## config.mk

```make
export PLATFORM = sky130hd
export DESIGN_NAME = alu_ctrl_mc
export DESIGN_NICKNAME = d
export VERILOG_FILES = /design/src/rtl/alu_ctrl_mc.sv
export SDC_FILE = /design/constraint.sdc
export NUM_CORES = 1
export LEC_CHECK = 0
export BUFFER_PORTS_ARGS = -buffer_cell sky130_fd_sc_hd__buf_2
export CELL_PAD_IN_SITES_DETAIL_PLACEMENT = 0
export CELL_PAD_IN_SITES_GLOBAL_PLACEMENT = 1
export CORE_MARGIN = 5
export CORE_UTILIZATION = 36
export DETAILED_ROUTE_END_ITERATION = 8
export GPL_ROUTABILITY_DRIVEN = 0
export PLACE_DENSITY = 0.9
export SLEW_MARGIN = 15
export SYNTH_ARGS = -nofsm -noshare
export SYNTH_HDL_FRONTEND = slang
export SYNTH_SLANG_ARGS = --single-unit
```

## constraint.sdc

```tcl
create_clock -name clk -period 2.3 [get_ports clk]
set_input_delay 0.23 -clock clk [delete_from_list [all_inputs] [get_ports clk]]
set_output_delay 0.23 -clock clk [all_outputs]
set_load 0.01 [all_outputs]
```

## src/rtl/alu_ctrl_mc.sv

```systemverilog
// Registered ALU control decoder for the multi-cycle MIPS datapath, with MULT/DIV sequencing.
// Optional mul/div watchdog enabled by defining ALU_MD_WDOG_EN.
module alu_ctrl_mc #(
    parameter int CTRL_W     = 4,
    parameter int MD_TIMEOUT = 64
) (
    input  logic              clk,
    input  logic              reset,
    input  logic              valid_in,
    input  logic [2:0]        ALUOp,
    input  logic [5:0]        FuncCode,
    output logic              ready,
    output logic [CTRL_W-1:0] alu_ctrl,
    output logic              valid_out,
    output logic              illegal,
    output logic              md_start,
    output logic [1:0]        md_op,
    input  logic              md_done,
    output logic              hilo_we,
    output logic              md_err
);

    localparam logic [3:0] C_AND  = 4'b0000;
    localparam logic [3:0] C_OR   = 4'b0001;
    localparam logic [3:0] C_ADD  = 4'b0010;
    localparam logic [3:0] C_XOR  = 4'b0011;
    localparam logic [3:0] C_SUB  = 4'b0110;
    localparam logic [3:0] C_SLT  = 4'b0111;
    localparam logic [3:0] C_SLL  = 4'b1000;
    localparam logic [3:0] C_SRL  = 4'b1001;
    localparam logic [3:0] C_SRA  = 4'b1010;
    localparam logic [3:0] C_SLTU = 4'b1011;
    localparam logic [3:0] C_NOR  = 4'b1100;
    localparam logic [3:0] C_INV  = 4'b1111;

    typedef enum logic [1:0] {
        IDLE = 2'b00,
        BUSY = 2'b01,
        DONE = 2'b10
    } state_t;

    // Result packing: {is_muldiv, md_op[1:0], alu code[3:0]}
    function automatic logic [6:0] decode(input logic [2:0] aluop, input logic [5:0] funct);
        logic [6:0] res;
        res = {1'b0, 2'b00, C_ADD};
        case (aluop)
            3'b000: res[3:0] = C_ADD;
            3'b001: res[3:0] = C_SUB;
            3'b010: begin
                case (funct)
                    6'b100000, 6'b100001: res[3:0] = C_ADD;
                    6'b100010, 6'b100011: res[3:0] = C_SUB;
                    6'b100100: res[3:0] = C_AND;
                    6'b100101: res[3:0] = C_OR;
                    6'b100110: res[3:0] = C_XOR;
                    6'b100111: res[3:0] = C_NOR;
                    6'b101010: res[3:0] = C_SLT;
                    6'b101011: res[3:0] = C_SLTU;
                    6'b000000: res[3:0] = C_SLL;
                    6'b000010: res[3:0] = C_SRL;
                    6'b000011: res[3:0] = C_SRA;
                    6'b011000: res = {1'b1, 2'b00, C_ADD};
                    6'b011001: res = {1'b1, 2'b01, C_ADD};
                    6'b011010: res = {1'b1, 2'b10, C_ADD};
                    6'b011011: res = {1'b1, 2'b11, C_ADD};
                    default:   res[3:0] = C_INV;
                endcase
            end
            3'b011: res[3:0] = C_AND;
            3'b100: res[3:0] = C_OR;
            3'b101: res[3:0] = C_SLT;
            3'b110: res[3:0] = C_XOR;
            3'b111: res[3:0] = C_SLTU;
            default: res[3:0] = C_INV;
        endcase
        return res;
    endfunction

    state_t            state_r;
    state_t            next_state_s;
    logic [6:0]        dec_s;
    logic              ready_s;
    logic              accept_s;
    logic              md_start_s;
    logic              hilo_we_s;
    logic [CTRL_W-1:0] alu_ctrl_r;
    logic              valid_out_r;
    logic              illegal_r;
    logic              md_start_r;
    logic [1:0]        md_op_r;
    logic              hilo_we_r;

`ifdef ALU_MD_WDOG_EN
    localparam int WD_W = (MD_TIMEOUT > 1) ? $clog2(MD_TIMEOUT) : 1;
    localparam logic [WD_W-1:0] WD_LAST = WD_W'(MD_TIMEOUT - 1);

    logic [WD_W-1:0] wd_cnt_r;
    logic            wd_expire_s;
    logic            md_err_s;
    logic            md_err_r;

    // Watchdog: held at zero outside BUSY so each op starts counting from zero
    always_ff @(posedge clk or posedge reset) begin
        if (reset) begin
            wd_cnt_r <= '0;
        end else if (state_r != BUSY) begin
            wd_cnt_r <= '0;
        end else begin
            wd_cnt_r <= wd_cnt_r + WD_W'(1);
        end
    end

    assign wd_expire_s = (wd_cnt_r == WD_LAST);
    assign md_err      = md_err_r;
`else
    assign md_err = 1'b0;
`endif

    assign ready_s  = (state_r == IDLE);
    assign accept_s = valid_in & ready_s;
    assign dec_s    = decode(ALUOp, FuncCode);
    assign ready    = ready_s;

    // FSM state register
    always_ff @(posedge clk or posedge reset) begin
        if (reset) begin
            state_r <= IDLE;
        end else begin
            state_r <= next_state_s;
        end
    end

    // FSM next-state and next-cycle pulse requests
    always_comb begin
        next_state_s = state_r;
        md_start_s   = 1'b0;
        hilo_we_s    = 1'b0;
`ifdef ALU_MD_WDOG_EN
        md_err_s     = 1'b0;
`endif
        case (state_r)
            IDLE: begin
                if (accept_s && dec_s[6]) begin
                    next_state_s = BUSY;
                    md_start_s   = 1'b1;
                end else begin
                    next_state_s = IDLE;
                end
            end
            BUSY: begin
                if (md_done) begin
                    next_state_s = DONE;
                    hilo_we_s    = 1'b1;
`ifdef ALU_MD_WDOG_EN
                end else if (wd_expire_s) begin
                    next_state_s = IDLE;
                    md_err_s     = 1'b1;
`endif
                end else begin
                    next_state_s = BUSY;
                end
            end
            DONE: begin
                next_state_s = IDLE;
            end
            default: begin
                next_state_s = IDLE;
            end
        endcase
    end

    // Registered decode results and handshake pulses
    always_ff @(posedge clk or posedge reset) begin
        if (reset) begin
            alu_ctrl_r  <= '0;
            valid_out_r <= 1'b0;
            illegal_r   <= 1'b0;
            md_start_r  <= 1'b0;
            md_op_r     <= 2'b00;
            hilo_we_r   <= 1'b0;
`ifdef ALU_MD_WDOG_EN
            md_err_r    <= 1'b0;
`endif
        end else begin
            valid_out_r <= 1'b0;
            illegal_r   <= 1'b0;
            if (accept_s && !dec_s[6]) begin
                alu_ctrl_r  <= CTRL_W'(dec_s[3:0]);
                valid_out_r <= 1'b1;
                illegal_r   <= (dec_s[3:0] == C_INV);
            end
            if (accept_s && dec_s[6]) begin
                md_op_r <= dec_s[5:4];
            end
            md_start_r <= md_start_s;
            hilo_we_r  <= hilo_we_s;
`ifdef ALU_MD_WDOG_EN
            md_err_r   <= md_err_s;
`endif
        end
    end

    assign alu_ctrl  = alu_ctrl_r;
    assign valid_out = valid_out_r;
    assign illegal   = illegal_r;
    assign md_start  = md_start_r;
    assign md_op     = md_op_r;
    assign hilo_we   = hilo_we_r;

endmodule

```

# Word-level counts from Yosys, hierarchy flattened

Cells that the tools add are included.

Memories kept: 0
Memory bits (read-only): 0
Output and inout port bits: 12
Register bits: 12
Word-level logic and storage cells: 54
Latch bits: 0
Input bits: 13
Bits in writable memories: 0

Div/mod/pow operators: 0
Bitwise gates (word level): 1
Reductions and logical operators: 8
Equality and inequality tests: 25
Multiplexer cells: 13
Multiply operators: 0
Order comparisons: 0
Add/subtract/negate cells: 0
Shift-type cells: 0

Operator list:

| kind                                                                  | number |
|---|---|
| 6-bit equality test, second input constant                            | 10 |
| 4-bit case mux with 11 select lines                                   | 1 |
| 4-bit case mux with 8 select lines                                    | 1 |
| 6-bit by 5-bit equality test with 1-bit output, second input constant | 4 |
| 3-bit equality test, second input constant                            | 4 |
| 6-bit by 2-bit equality test with 1-bit output, second input constant | 2 |
| 3-bit case mux with 4 select lines                                    | 1 |
| 1-bit 2-to-1 mux                                                      | 7 |
| 3-bit by 2-bit equality test with 1-bit output, second input constant | 2 |
| 6-bit logical NOT                                                     | 1 |
| 6-bit OR reduction                                                    | 1 |
| 4-bit equality test, second input constant                            | 1 |
| 2-bit case mux with 2 select lines                                    | 1 |
| 3-bit by 1-bit equality test with 1-bit output, second input constant | 1 |
| 3-bit logical NOT                                                     | 1 |
| 3-bit 2-to-1 mux                                                      | 1 |
| 2-bit by 1-bit equality test with 1-bit output, second input constant | 1 |
| 1-bit logical AND                                                     | 2 |
| 2-bit logical NOT                                                     | 1 |
| 2-bit 2-to-1 mux                                                      | 1 |
| 2-bit OR reduction                                                    | 1 |
| 1-bit AND                                                             | 1 |
| 1-bit logical NOT                                                     | 1 |

# Logic depth before layout (Yosys ltp)

Depth after elaboration: 6
Depth in mapped cells: 6
Depth with buffers taken out: 5

# Worst setup path after synthesis

No wires, ideal clock.

Path kind: input to register
Start point: in FuncCode[2]
End point: reg illegal_r (netlist: illegal)
Slack: 0.969 ns
Path buffers: 0
Cell stages on the path: 5
Arrival time: 1.236 ns
Required time: 2.205 ns
Setup time: 0.095 ns
Cells stage by stage: and4bb_1 -> or3_1 -> a21oi_2 -> o31ai_1 -> nor4b_2

Cells in the longest elaborated chain, start to end: 6
Elaborated cells on any way between the ends: 27
Classes of those cells: eq/ne: 17; mux: 5; reduce/logical: 5

Ends and longest elaborated chain:

| element                                                                               | line     | text |
|---|---|---|
| start: declaration                                                                    | 11       | `input logic [5:0] FuncCode,` |
| 6-bit by 5-bit equality test with 1-bit output or 6-bit equality test (tied branches) | 50       | `case (funct)` |
| 6-bit OR reduction (no line), or another cell as far along                            | -        |  |
| 4-bit case mux with 11 select lines or 3-bit 2-to-1 mux (tied branches)               | 50, 46   |  |
| 4-bit case mux with 8 select lines or 1-bit logical NOT (tied branches)               | 46, 187  |  |
| 4-bit equality test or 1-bit logical AND (tied branches)                              | 190, 187 |  |
| 1-bit 2-to-1 mux *                                                                    | 187      | `if (accept_s && !dec_s[6]) begin` |
| end signal: assignment                                                                | 190      | `illegal_r <= (dec_s[3:0] == C_INV);` |
| end: declaration                                                                      | 88       | `logic illegal_r;` |

Every way passes the cells marked *; elsewhere a longest branch is shown, timed or not.
A chain may end at the register's enable or synchronous reset.

==> results.cfg <==
[status]
status = completed

[synthesis]
synth_top_area_share = 0.439
ys.flop_type = dfrtp_1
ys_seq_elements = 11
netlist_instances = 68
syn_area_per_cell_um2 = 9.22
synth.distinct_cells = 30
seq_area_frac_synth = 0.439
synth_area_leaders = dfrtp_1, nor2_1, a21oi_1
syn_area_um2 = 627
synthArstFlopShare = 1.00
syn-num-nets = 81
synth_warnings = 0
synth_edf_count = 0
yosysTopAreaCell = dfrtp_1

[routing]
vias = 583
final_antenna_net_count = 0
vias_per_cell = 5.25
wl_mm = 1.40
drt_pass1_iterations = 4
wl_per_cell_um = 12.6
drc = 0
drtIter0Drc = 17

[sta]
period_minus_slack_ns = 1.34
fin_skew_ns = 0.00231
fin_crit_sh = 0.581
timing.final.max_slew_violations = 0
rsz0062_at_grt = no
fmax_mhz = 749
finalHoldViolCount = 0
fin_ws_ns = 0.964
finalSetupTns_ns = 0
final-setup-viol-count = 0

[layout]
fin_cells = 111
post-route-util = 0.466
fin_nets = 108
mostFrequentLayoutCells = buf_2, dfrtp_1, nor2_1
drive_gt1_frac = 0.351
stdcell_area_um2 = 787
layout_commonest_cell = buf_2
syn_to_final_growth_pct = 25.5
n_antenna_cell = 0

[global_routing]
overflow = 0
antenna_found_initial = 0
grt_pass1_wl_mm = 2.30
grt_pass1_vias = 553
grt_max_degree = 12
track_usage = 0.117

[placement]
place_inst = 106
dpl.hpwl_mm = 1.11
placed_cell_area_um2 = 751
io_buffer_count = 23
dp_slack_ns = 0.701

[floorplan]
num_rows = 15
core_area_um2 = 1690
die_y_um = 51.7
dieArea_um2 = 2680
io_pins = 25
start_util = 0.371
fp.dieW_um = 51.7

[clocking]
cts_buffer_depth = 2
cts_sinks = 11
clk_pin_slew_ns = 0.07
cts_tree = yes
cts_resized = 0
numCtsBuffers = 3
cts-root-buf = clkbuf_4
clk_latency_ns = 0.27
cts.htree.levels = 1

[setup_path]
end_kind = flop
crit_path_max_incr_delay_ns = 0.38
crit_required_ns = 2.49
critical_path_depth = 5
crit_path_start_kind = flop
crit_type = flop to flop
crit_top_cell = nor2_1
worstSetupStartpoint = hilo_we
r2r_cells = 5
cpMaxStageDelayCell = dfrtp_1
cp_top_family = simple AND/OR/NAND/NOR gates
cp-endpoint = alu_ctrl[0]
worst-path-buf-inv = 0
arrival_ns = 1.53
r2r_slack_ns = 0.96
r2r-start = hilo_we
path_cells = nor2_1 -> nand2_1 -> nor2_1 -> nor2_1 -> a21oi_1
worstReg2RegEnd = alu_ctrl[0]
critPathMaxFanout = 7

[power]
sw_frac_of_total = 0.276
switchingPower_uw = 118
vdd_drop_max_v = 0.000367
power_density_nw_per_um2 = 545
seqPwrFrac = 0.492
p_int_uw = 311
clkPwrFrac = 0.304
p_leak_uw = 0.000391
power_frac_comb = 0.204

[min_path]
hp-class = input port to flop

[run]
max_cap_violations = 0
## repair_timing
item,in CTS,in global routing
setup buffers,0,0
hold buffers,1,0
hold endpoints to repair,11,0
## registers in the layout (all words and copies together), names as in the netlist
signal / count
valid_out: 1
illegal: 1
md_op: 2
hilo_we: 1
state_r: 1
alu_ctrl: 4
md_start: 1
## layer usage
metal / GRT usage / vias to the layer above / share of wire
li1: - / 291 / -
met1: 0.127 / 269 / 0.41
met2: 0.208 / 21 / 0.50
met3: 0.0544 / 2 / 0.072
met4: 0.0262 / 0 / 0.013
met5: 0 / - / 0
## worst min-delay path by stage
stage / from / end / slack (ns) / cells after the start
4_1_cts: md_done / state_r[0] / 0.15 / 2
5_1_grt: md_done / hilo_we / 0.18 / 3
3_5_place_dp: reset / valid_out / 0.24 / 2
3_3_place_gp: reset / alu_ctrl[3] / 0.23 / 2
6_report: md_done / state_r[0] / 0.18 / 2
2_1_floorplan: reset / alu_ctrl[0] / 0.08 / 1
## worst reg2reg max path, delay by kind of cell (launching register included)
| kind | cells | cell delay [ns] |
|---|---|---|
| simple gates | 4 | 0.73 |
| flops | 1 | 0.38 |
| compound gates | 1 | 0.15 |
## power by group through the flow
stage	Combinational, µW	Clock (µW)	Sequential (µW)
final	87.5	130	211
after global routing	98.2	143	213
after CTS	88.6	135	211
after detailed placement	86.9	0	215
after global placement	85.2	0	214
after floorplan	43.9	0	220
## cells in the mapped netlist (2+ instances only)
cell type,n
a21oi_1,5
inv_1,5
nand2_1,3
a31oi_1,3
o21ai_0,4
nand2b_1,4
nor3_1,3
mux2_2,2
nor2_1,8
dfrtp_1,11
## cells by family (layout without fill, tap and decap cells)
kind of cell / after synthesis / in the layout / share of synthesized area
muxes: 2 / 2 / 0.0359
DFF: 11 / 11 / 0.439
other: 1 / 1 / 0.00598
AOI/OAI and AO/OA: 18 / 18 / 0.176
and+or+nand+nor: 27 / 27 / 0.263
buffers and inverters: 7 / 33 / 0.0499
xor gates and xnor gates: 1 / 1 / 0.0140
adders and majority gates: 1 / 1 / 0.0160
## cell type report
type                       instances  area, µm²
clock buffer                       4       26.3
fill                             179        902
inverter                           5       18.8
multi-input combinational         50        320
sequential                        11        275
tap                               17       21.3
timing repair buffer              24        125
## metrics by stage
stage          hold WS [ns]  power, µW
5_1_grt               0.176        453
4_1_cts               0.154        435
3_3_place_gp          0.225        299
3_5_place_dp          0.240        302
6_report              0.176        429
2_1_floorplan        0.0824        264
Note: power is estimated with default switching activity, not from simulation.
